## src/rtl/run_ctrl_pkg.sv

```systemverilog
// Shared types and defaults for the run-control sequencer.
package run_ctrl_pkg;

  typedef enum logic [2:0] {IDLE, ARMED, RUN, DONE, TIMEOUT} run_state_e;

  localparam int unsigned RUN_CTRL_CYCLE_LIMIT_DEFAULT = 4096;

  // Width of a program index; a single program still needs one select bit.
  function automatic int unsigned sel_width(input int unsigned n);
    return (n > 1) ? $clog2(n) : 1;
  endfunction

endpackage

```

## src/rtl/run_controller_sat_counter.sv

```systemverilog
// Saturating up-counter with synchronous clear; clear wins over increment.
module sat_counter #(
  parameter int unsigned W = 16
) (
  input  logic         clk,
  input  logic         reset,
  input  logic         clr,
  input  logic         inc,
  output logic [W-1:0] cnt
);

  logic [W-1:0] cnt_d, cnt_q;

  always_comb begin
    cnt_d = cnt_q;
    if (clr) begin
      cnt_d = '0;
    end else if (inc && (cnt_q != {W{1'b1}})) begin
      cnt_d = cnt_q + W'(1);
    end
  end

  always_ff @(posedge clk or negedge reset) begin
    if (!reset) begin
      cnt_q <= '0;
    end else begin
      cnt_q <= cnt_d;
    end
  end

  assign cnt = cnt_q;

endmodule

```

## src/rtl/run_controller.sv

```systemverilog
// Run-control sequencer: start/ack handshake, entry-PC select, run gating and watchdog.
// Optional statistics (instr_count, runs_done) are built when RUN_CTRL_STATS_EN is defined.
module run_controller
  import run_ctrl_pkg::*;
#(
  parameter int unsigned PC_W        = 32,
  parameter int unsigned NUM_PROGS   = 4,
  parameter int unsigned SEL_W       = sel_width(NUM_PROGS),
  parameter int unsigned CYCLE_W     = 16,
  parameter int unsigned CYCLE_LIMIT = RUN_CTRL_CYCLE_LIMIT_DEFAULT
) (
  input  logic                      clk,
  input  logic                      reset,
  input  logic                      start,
  input  logic [SEL_W-1:0]          prog_sel,
  input  logic [NUM_PROGS*PC_W-1:0] pc_base,
  input  logic                      done_in,
`ifdef RUN_CTRL_STATS_EN
  input  logic                      instr_valid,
  output logic [CYCLE_W-1:0]        instr_count,
  output logic [7:0]                runs_done,
`endif
  output logic                      pc_load,
  output logic [PC_W-1:0]           pc_load_val,
  output logic                      run_en,
  output logic                      ack,
  output logic                      timeout,
  output logic [CYCLE_W-1:0]        cycle_count
);

  localparam logic [CYCLE_W-1:0] LimitM1 = CYCLE_W'(CYCLE_LIMIT - 1);

  run_state_e       state_q, state_d;
  logic [SEL_W-1:0] sel_q, sel_d;
  logic [PC_W-1:0]  pc_val_q, pc_val_d;
  logic             pc_load_q, pc_load_d;
  logic             run_en_q, run_en_d;
  logic             ack_q, ack_d;
  logic             timeout_q, timeout_d;
  logic             cnt_clr, cnt_inc, at_limit, launch;
  logic [CYCLE_W-1:0] cycle_cnt;

  assign at_limit = (cycle_cnt == LimitM1);
  assign cnt_inc  = (state_q == RUN);

  always_comb begin
    state_d = state_q;
    cnt_clr = 1'b0;
    launch  = 1'b0;
    unique case (state_q)
      IDLE: begin
        if (start) begin
          state_d = ARMED;
          cnt_clr = 1'b1;
        end
      end
      ARMED: begin
        if (!start) begin
          state_d = RUN;
          launch  = 1'b1;
        end
      end
      RUN: begin
        // A done seen on the limit cycle still counts as a clean finish.
        if (done_in) begin
          state_d = DONE;
        end else if (at_limit) begin
          state_d = TIMEOUT;
        end
      end
      DONE, TIMEOUT: begin
        if (start) begin
          state_d = ARMED;
          cnt_clr = 1'b1;
        end
      end
      default: state_d = IDLE;
    endcase
  end

  // Entry-PC mux; out-of-range program indices fall back to program 0.
  always_comb begin
    sel_d    = sel_q;
    pc_val_d = pc_val_q;
    if (launch) begin
      sel_d    = (32'(prog_sel) < NUM_PROGS) ? prog_sel : '0;
      pc_val_d = pc_base[PC_W-1:0];
      for (int unsigned i = 0; i < NUM_PROGS; i++) begin
        if (sel_d == SEL_W'(i)) begin
          pc_val_d = pc_base[i*PC_W +: PC_W];
        end
      end
    end
  end

  always_comb begin
    pc_load_d = launch;
    run_en_d  = (state_d == RUN);
    ack_d     = (state_d == DONE) || (state_d == TIMEOUT);
    timeout_d = (state_d == TIMEOUT);
  end

  always_ff @(posedge clk or negedge reset) begin
    if (!reset) begin
      state_q   <= IDLE;
      sel_q     <= '0;
      pc_val_q  <= '0;
      pc_load_q <= 1'b0;
      run_en_q  <= 1'b0;
      ack_q     <= 1'b0;
      timeout_q <= 1'b0;
    end else begin
      state_q   <= state_d;
      sel_q     <= sel_d;
      pc_val_q  <= pc_val_d;
      pc_load_q <= pc_load_d;
      run_en_q  <= run_en_d;
      ack_q     <= ack_d;
      timeout_q <= timeout_d;
    end
  end

  sat_counter #(
    .W(CYCLE_W)
  ) u_cycle_cnt (
    .clk  (clk),
    .reset(reset),
    .clr  (cnt_clr),
    .inc  (cnt_inc),
    .cnt  (cycle_cnt)
  );

`ifdef RUN_CTRL_STATS_EN
  logic       instr_inc;
  logic [7:0] runs_q, runs_d;

  assign instr_inc = (state_q == RUN) && instr_valid;
  assign runs_d    = (state_q == RUN && done_in) ? runs_q + 8'd1 : runs_q;

  sat_counter #(
    .W(CYCLE_W)
  ) u_instr_cnt (
    .clk  (clk),
    .reset(reset),
    .clr  (cnt_clr),
    .inc  (instr_inc),
    .cnt  (instr_count)
  );

  always_ff @(posedge clk or negedge reset) begin
    if (!reset) begin
      runs_q <= '0;
    end else begin
      runs_q <= runs_d;
    end
  end

  assign runs_done = runs_q;
`endif

  assign pc_load     = pc_load_q;
  assign pc_load_val = pc_val_q;
  assign run_en      = run_en_q;
  assign ack         = ack_q;
  assign timeout     = timeout_q;
  assign cycle_count = cycle_cnt;

endmodule

```

## config.mk

```make
export PLATFORM = sky130hd
export DESIGN_NAME = run_controller
export DESIGN_NICKNAME = d
export VERILOG_FILES = /design/src/rtl/run_ctrl_pkg.sv /design/src/rtl/run_controller_sat_counter.sv /design/src/rtl/run_controller.sv
export SDC_FILE = /design/constraint.sdc
export NUM_CORES = 1
export LEC_CHECK = 0
export ABC_AREA = 1
export CAP_MARGIN = 10
export CORE_MARGIN = 1
export CORE_UTILIZATION = 44
export CTS_CLUSTER_DIAMETER = 50
export DETAILED_ROUTE_END_ITERATION = 6
export HOLD_SLACK_MARGIN = 0.12
export PLACE_DENSITY = 0.94
export SETUP_SLACK_MARGIN = 0.5
export SYNTH_ARGS = -nofsm -noshare
export SYNTH_HDL_FRONTEND = slang
export SYNTH_SLANG_ARGS = --single-unit
```

## constraint.sdc

```tcl
create_clock -name clk -period 4.6 [get_ports clk]
set_clock_uncertainty 0.2 [all_clocks]
set_input_delay 0.46 -clock clk [delete_from_list [all_inputs] [get_ports clk]]
set_output_delay 0.46 -clock clk [all_outputs]
set_load 0.005 [all_outputs]
```

### Word-level counts from Yosys, hierarchy flattened

Index checks and enable logic that the tools add are counted.

| cells by class | value |
|---|---|
| muxes and demuxes | 14 |
| reductions and logical operators | 5 |
| $add $sub $neg | 1 |
| equal/unequal tests | 12 |

Operators with widths:

| kind | number |
|---|---|
| $mux 32 | 3 |
| $mux 16 | 2 |
| $add 16x1->16 const B | 1 |
| $eq 16x12->1 const B | 1 |
| $ne 16x16->1 const B | 1 |
| $eq 3x2->1 const B | 4 |
| $mux 3 | 4 |
| $pmux 3 s3 | 1 |
| $eq 3x3->1 const B | 2 |
| $eq 2x2->1 const B | 2 |
| $mux 1 | 4 |
| $eq 3x1->1 const B | 1 |
| $logic_not 3->1 | 1 |
| $reduce_or 3->1 | 1 |
| $eq 2x1->1 const B | 1 |
| $reduce_bool 2->1 | 1 |
| $logic_and 1x1->1 | 1 |
| $logic_or 1x1->1 | 1 |

| storage, ports and cells | value |
|---|---|
| output and inout port bits | 52 |
| register bits | 55 |
| bits of input ports | 134 |
| word-level logic and storage cells | 39 |

### Depth between registers and ports, before layout

| logic depth | value |
|---|---|
| depth after elaboration | 6 |
| gate-level depth with buffers | 11 |
| gate-level depth less buffers | 11 |

### Hierarchy

A second synthesis with hierarchy kept.

| unflattened totals | value |
|---|---|
| cells, all modules | 560 |
| area, all modules | 3758.6 um^2 |

By module, submodules not included:

| module | instances | cells each | area an instance (um^2) | sequential area each (um^2) |
|---|---|---|---|---|
| run_controller | 1 | 416 | 2721.4 | 975.9 |
| sat_counter | 1 | 144 | 1037.2 | 400.4 |

### Worst setup path after synthesis

OpenSTA, ideal clock, no wires.

| timing | value |
|---|---|
| path kind | reg-to-reg |
| from | reg u_cycle_cnt.cnt_q[0] (netlist: u_cycle_cnt.cnt[0]) |
| to | reg u_cycle_cnt.cnt_q[10] (netlist: u_cycle_cnt.cnt[10]) |
| cell stages (with the launch flop) | 10 |
| slack | 2895 ps |
| library setup time | 117 ps |
| period minus slack after synthesis | 1705 ps |
| arrival time | 1388 ps |
| path through | dfrtp_1 > ha_1 > nand3_2 > nor2_4 > nand3_2 > nand2_4 > inv_4 > buf_8 > nand3_2 > nand2_1 |

| between the ends | value |
|---|---|
| cells in the longest elaborated chain, start to end | 3 |
| elaborated cells on any way between the ends | 6 |
| those cells by class | add/sub (1); eq/ne (1); mux (2); reduce/logical (2) |

RTL lines:

| element | line | text |
|---|---|---|
| start: declaration | run_controller_sat_counter.sv:12 | `logic [W-1:0] cnt_d, cnt_q;` |
| start signal: assignment | run_controller_sat_counter.sv:27 | `cnt_q <= cnt_d;` |
| $add 16x1->16 or $ne 16x16->1 (tied branches) | run_controller_sat_counter.sv:19, run_controller_sat_counter.sv:18 |  |
| $mux 16 or $logic_and 1x1->1 (tied branches) | run_controller_sat_counter.sv:18 | `end else if (inc && (cnt_q != {W{1'b1}})) begin` |
| $mux 16 or $reduce_bool 2->1 (tied branches) | -- |  |

Parallel ways exist; a longest one is shown, timed or not. The select of a mux whose other input is x is not followed.
A chain may end at the register's enable or synchronous reset.

### Final worst setup path

| timing | value |
|---|---|
| from | in prog_sel[1] |
| to | reg pc_val_q[13] (netlist: pc_load_val[13]) |

| between the ends | value |
|---|---|
| cells in the longest elaborated chain, start to end | 4 |
| elaborated cells on any way between the ends | 6 |
| those cells by class | eq/ne (3); mux (3) |

RTL lines:

| element | line | text |
|---|---|---|
| start: declaration | run_controller.sv:15 | `input logic [SEL_W-1:0] prog_sel,` |
| $eq 2x1->1 | run_controller.sv:89 | `if (sel_d == SEL_W'(i)) begin` |
| $mux 32 (2 in a row) | run_controller.sv:89 |  |
| $mux 32 (*) | run_controller.sv:89 |  |
| end signal: assignment | run_controller.sv:115 | `pc_val_q <= pc_val_d;` |
| end: declaration | run_controller.sv:35 | `logic [PC_W-1:0] pc_val_q, pc_val_d;` |

Every way passes the cells marked *; elsewhere a longest branch is shown, timed or not.

==> impl_metrics.py <==
metrics = {
    "run_status": {
        "outcome": "complete, no violations",
    },
    "min_path": {
        "hold_path_end": "pc_load_val[21]$_DFFE_PN0P_",
        "hold_path_depth": 2,
        "min_path_type": "flip-flop to flip-flop",
        "source_of_the_worst_hold_timing_path": "pc_load_val[21]$_DFFE_PN0P_",
    },
    "global_route": {
        "initial_antenna_violation_count": 0,
        "global_route.peak_usage_layer": "met2",
        "groute.layer.met1.usage": 0.318,
        "grt_pass1_vias": 4254,
        "global_route_usage_over_all_layers": 0.279,
        "overflow": 0,
        "grt.met3_usage": 0.0534,
        "largest_net_degree_at_the_start_of_global_routing": 67,
        "grt_util_met2": 0.510,
        "wire_length_of_the_first_global_routing_pass_mm": 19.5,
    },
    "die": {
        "die_height_um": 94.1,
        "design.portCount": 186,
        "fp.dieArea_um2": 8850,
        "die_width_um": 94.1,
        "initial_utilization": 0.454,
        "rows": 33,
        "core_region_area_um2": 8220,
    },
    "clock_tree": {
        "clkSlewWorstSetupHoldPaths_ns": 0.10,
        "root_buffer": "clkbuf_8",
        "cts_post_setup_buffers_inserted": 0,
        "tritoncts": "yes",
        "clockBufferDepth": 2,
        "clock_sink_count": 55,
        "cts-htree-levels": 2,
        "worst_skew_pair.late_latency_ns": 0.31,
        "numCtsBuffers": 5,
    },
    "sta": {
        "grt_setup_unrepaired": "false",
        "slew_violations": 0,
        "slew_headroom": 0.234,
        "finalCritPeriodShare": 0.715,
        "setup_viol_count_final": 0,
        "fmax_mhz": 304,
        "post-route-min-period_ns": 3.29,
        "hold_ws_ns": 0.335,
        "setup_total_negative_slack_ns": 0,
        "worst_slew_pin_slew_ns": 1.15,
        "final-hold-violation-count": 0,
    },
    "setup_path": {
        "worst-r2r-cell-count": 5,
        "worstPathMaxFanout": 33,
        "critPathMaxStageDelay_ns": 1.04,
        "worstPathBufferInverterCount": 2,
        "crit_family": "buffers and inverters",
        "reg2reg_slack_ns": 2.04,
        "critical_path.slowest_cell": "clkinv_1",
        "worstReg2RegStart": "state_q[0]$_DFF_PN0_",
        "end_kind": "flip-flop",
        "worst_path_required_ns": 4.58,
        "timing_worst_setup_path_type": "input pin to flip-flop",
        "path_cells": "clkdlybuf4s50_1 > nand2_1 > clkinv_1 > a21oi_1 > a21oi_1",
        "cp_common_cell": "a21oi_1",
        "crit-reg2reg-capture": "pc_load_val[13]$_DFFE_PN0P_",
        "cp.arrival_ns": 3.27,
        "startpoint_type": "input pin",
    },
    "drt": {
        "drc": 0,
        "drt_first_iter_violations": 144,
        "detail_route.vias_per_cell": 5.53,
        "route.final.wire_length_mm": 12.2,
        "drt-wirelength-per-cell_um": 15.1,
        "detailroute.via_count": 4450,
        "postRouteAntennaNets": 0,
        "detail_route.first_pass.iterations": 4,
    },
    "synthesis": {
        "syn-num-nets": 674,
        "yosysSeqAreaShare": 0.369,
        "syn-instance-count": 539,
        "post_synth.cell_area_avg_um2": 6.92,
        "synth.cell_area_um2": 3730,
        "yosys_warnings": 0,
        "synth.ff_latch_count": 55,
        "netlist-cell-type-count": 29,
    },
    "power_and_ir_drop": {
        "power_frac_comb": 0.475,
        "cellInternalPower_w": 0.00136,
        "clkPwrFrac": 0.159,
        "total_leakage_power_nw": 2.46,
        "power_density_nw_per_um2": 371,
        "p_switching_w": 0.000750,
        "power.total_w": 0.00211,
        "worst_ir_drop_vdd_v": 0.000212,
        "switching_share": 0.356,
        "p_seq_frac": 0.366,
    },
    "place": {
        "dp.final_hpwl_mm": 8.86,
        "buffers_added_on_ports": 185,
        "routabilityCongestion": 0.952,
    },
    "finish": {
        "layout-drive-gt1-share": 0.0586,
        "num-nets-final": 834,
        "areaGrowthSynthToFinish_pct": 52.2,
        "diodes": 0,
    },
    "run": {
        "timing.max_cap.violations": 0,
    },
}
==> power by group through the flow <==
stage | registers, W | clock network (W) | logic (W)
floorplan | 0.000773 | 0 | 0.000468
global placement | 0.000768 | 0 | 0.000956
detailed placement | 0.000774 | 0 | 0.000999
CTS | 0.000767 | 0.000339 | 0.00100
global route | 0.000787 | 0.000356 | 0.00110
finish | 0.000771 | 0.000335 | 0.00100
==> cell type report <==
class	count	area (um^2)
Clock inverter	2	35.0
Fill cell	654	2540
Multi-Input combinational cell	390	1950
Clock buffer	6	82.6
Timing Repair Buffer	190	1880
Inverter	57	216
Sequential cell	55	1380
Tap cell	105	131
==> worst max-delay path by stage <==
stage / from / end / slack, ns / depth (start not counted)
floorplan: u_cycle_cnt.cnt[0]$_DFFE_PN0P_ / u_cycle_cnt.cnt[10]$_DFFE_PN0P_ / 2.90 / 9
global placement: prog_sel[1] / pc_load_val[21]$_DFFE_PN0P_ / 1.21 / 5
detailed placement: prog_sel[1] / pc_load_val[13]$_DFFE_PN0P_ / 1.07 / 5
CTS: prog_sel[1] / pc_load_val[13]$_DFFE_PN0P_ / 1.39 / 5
global route: prog_sel[1] / pc_load_val[8]$_DFFE_PN0P_ / 1.06 / 5
finish: prog_sel[1] / pc_load_val[13]$_DFFE_PN0P_ / 1.31 / 5
==> cell families after synthesis <==
family                   synth area share
AO/OA/AOI/OAI                       0.181
XOR/XNOR                           0.0258
adder cells (fa/ha/maj)           0.00335
buffers and inverters               0.108
flip-flops                          0.369
AND/OR/NAND/NOR                     0.313
==> state kept, by name, summed over array words and instances, names as in the netlist <==
| register | cells |
|---|---|
| ack | 1 |
| state_q | 3 |
| pc_load | 1 |
| run_en | 1 |
| timeout | 1 |
| pc_load_val | 32 |
| u_cycle_cnt.cnt | 16 |
==> per-stage QoR <==
stage	std cells	setup slack (ns)	utilization	area, um^2
floorplan	539	2.90	-	3730
global placement	796	1.21	0.675	5550
detailed placement	796	1.07	0.675	5550
CTS	805	1.39	0.691	5680
global route	805	1.06	0.691	5680
finish	805	1.31	0.691	5680
==> synthesized netlist by cell type <==
| master | count | area, um^2 |
|---|---|---|
| buf_1 | 5 | 18.8 |
| nand2_1 | 79 | 297 |
| nor3_4 | 1 | 16.3 |
| nand3_2 | 11 | 110 |
| buf_8 | 1 | 15.0 |
| nand4_1 | 3 | 18.8 |
| clkinv_1 | 1 | 3.75 |
| buf_6 | 2 | 22.5 |
| nand2_2 | 2 | 12.5 |
| nand2_4 | 1 | 11.3 |
| ha_1 | 1 | 12.5 |
| o21ai_0 | 33 | 165 |
| clkbuf_1 | 13 | 48.8 |
| a21oi_1 | 98 | 490 |
| o221ai_1 | 1 | 8.76 |
| buf_2 | 16 | 80.1 |
| xor2_1 | 8 | 70.1 |
| nand3_1 | 62 | 310 |
| dfrtp_1 | 55 | 1380 |
| xnor2_1 | 3 | 26.3 |
| o21ai_1 | 2 | 10.0 |
| nor2_4 | 2 | 22.5 |
| nor3_1 | 35 | 175 |
| nor2_1 | 46 | 173 |
| inv_1 | 49 | 184 |
| inv_4 | 1 | 6.26 |
| nor3b_2 | 1 | 12.5 |
| inv_2 | 6 | 22.5 |
| nor3_2 | 1 | 10.0 |
==> worst min-delay path, stage by stage, from the launching register on <==
cell and delay [ns]:
dfrtp_1 0.35, nor2_1 0.05, a21oi_1 0.10
==> layout by cell type (no fill, tap or decap), types with 2 or more instances in the layout <==
cell               n
inv_2              6
buf_4              4
clkbuf_8           6
nand2_2            2
dfrtp_1           55
inv_1             49
nor3_1            35
o21ai_1            2
nand3_2           11
nand2_1           79
a21oi_1           98
nand4_1            3
buf_2              2
xor2_1             8
nor2_1            45
o21ai_0           33
nor2_4             2
nand3_1           62
xnor2_1            3
clkdlybuf4s50_1  183
==> layer usage <==
metal | wire (um) | vias to the layer above
met5 | 0 | -
met4 | 469 | 0
met3 | 942 | 44
met2 | 6120 | 233
met1 | 4650 | 2063
li1 | - | 2110
==> timing repair <==
action,in CTS,in global routing
hold endpoints to repair,55,0
gates resized for setup,0,0
hold buffers,1,0
Note: power is estimated with default switching activity, not from simulation.
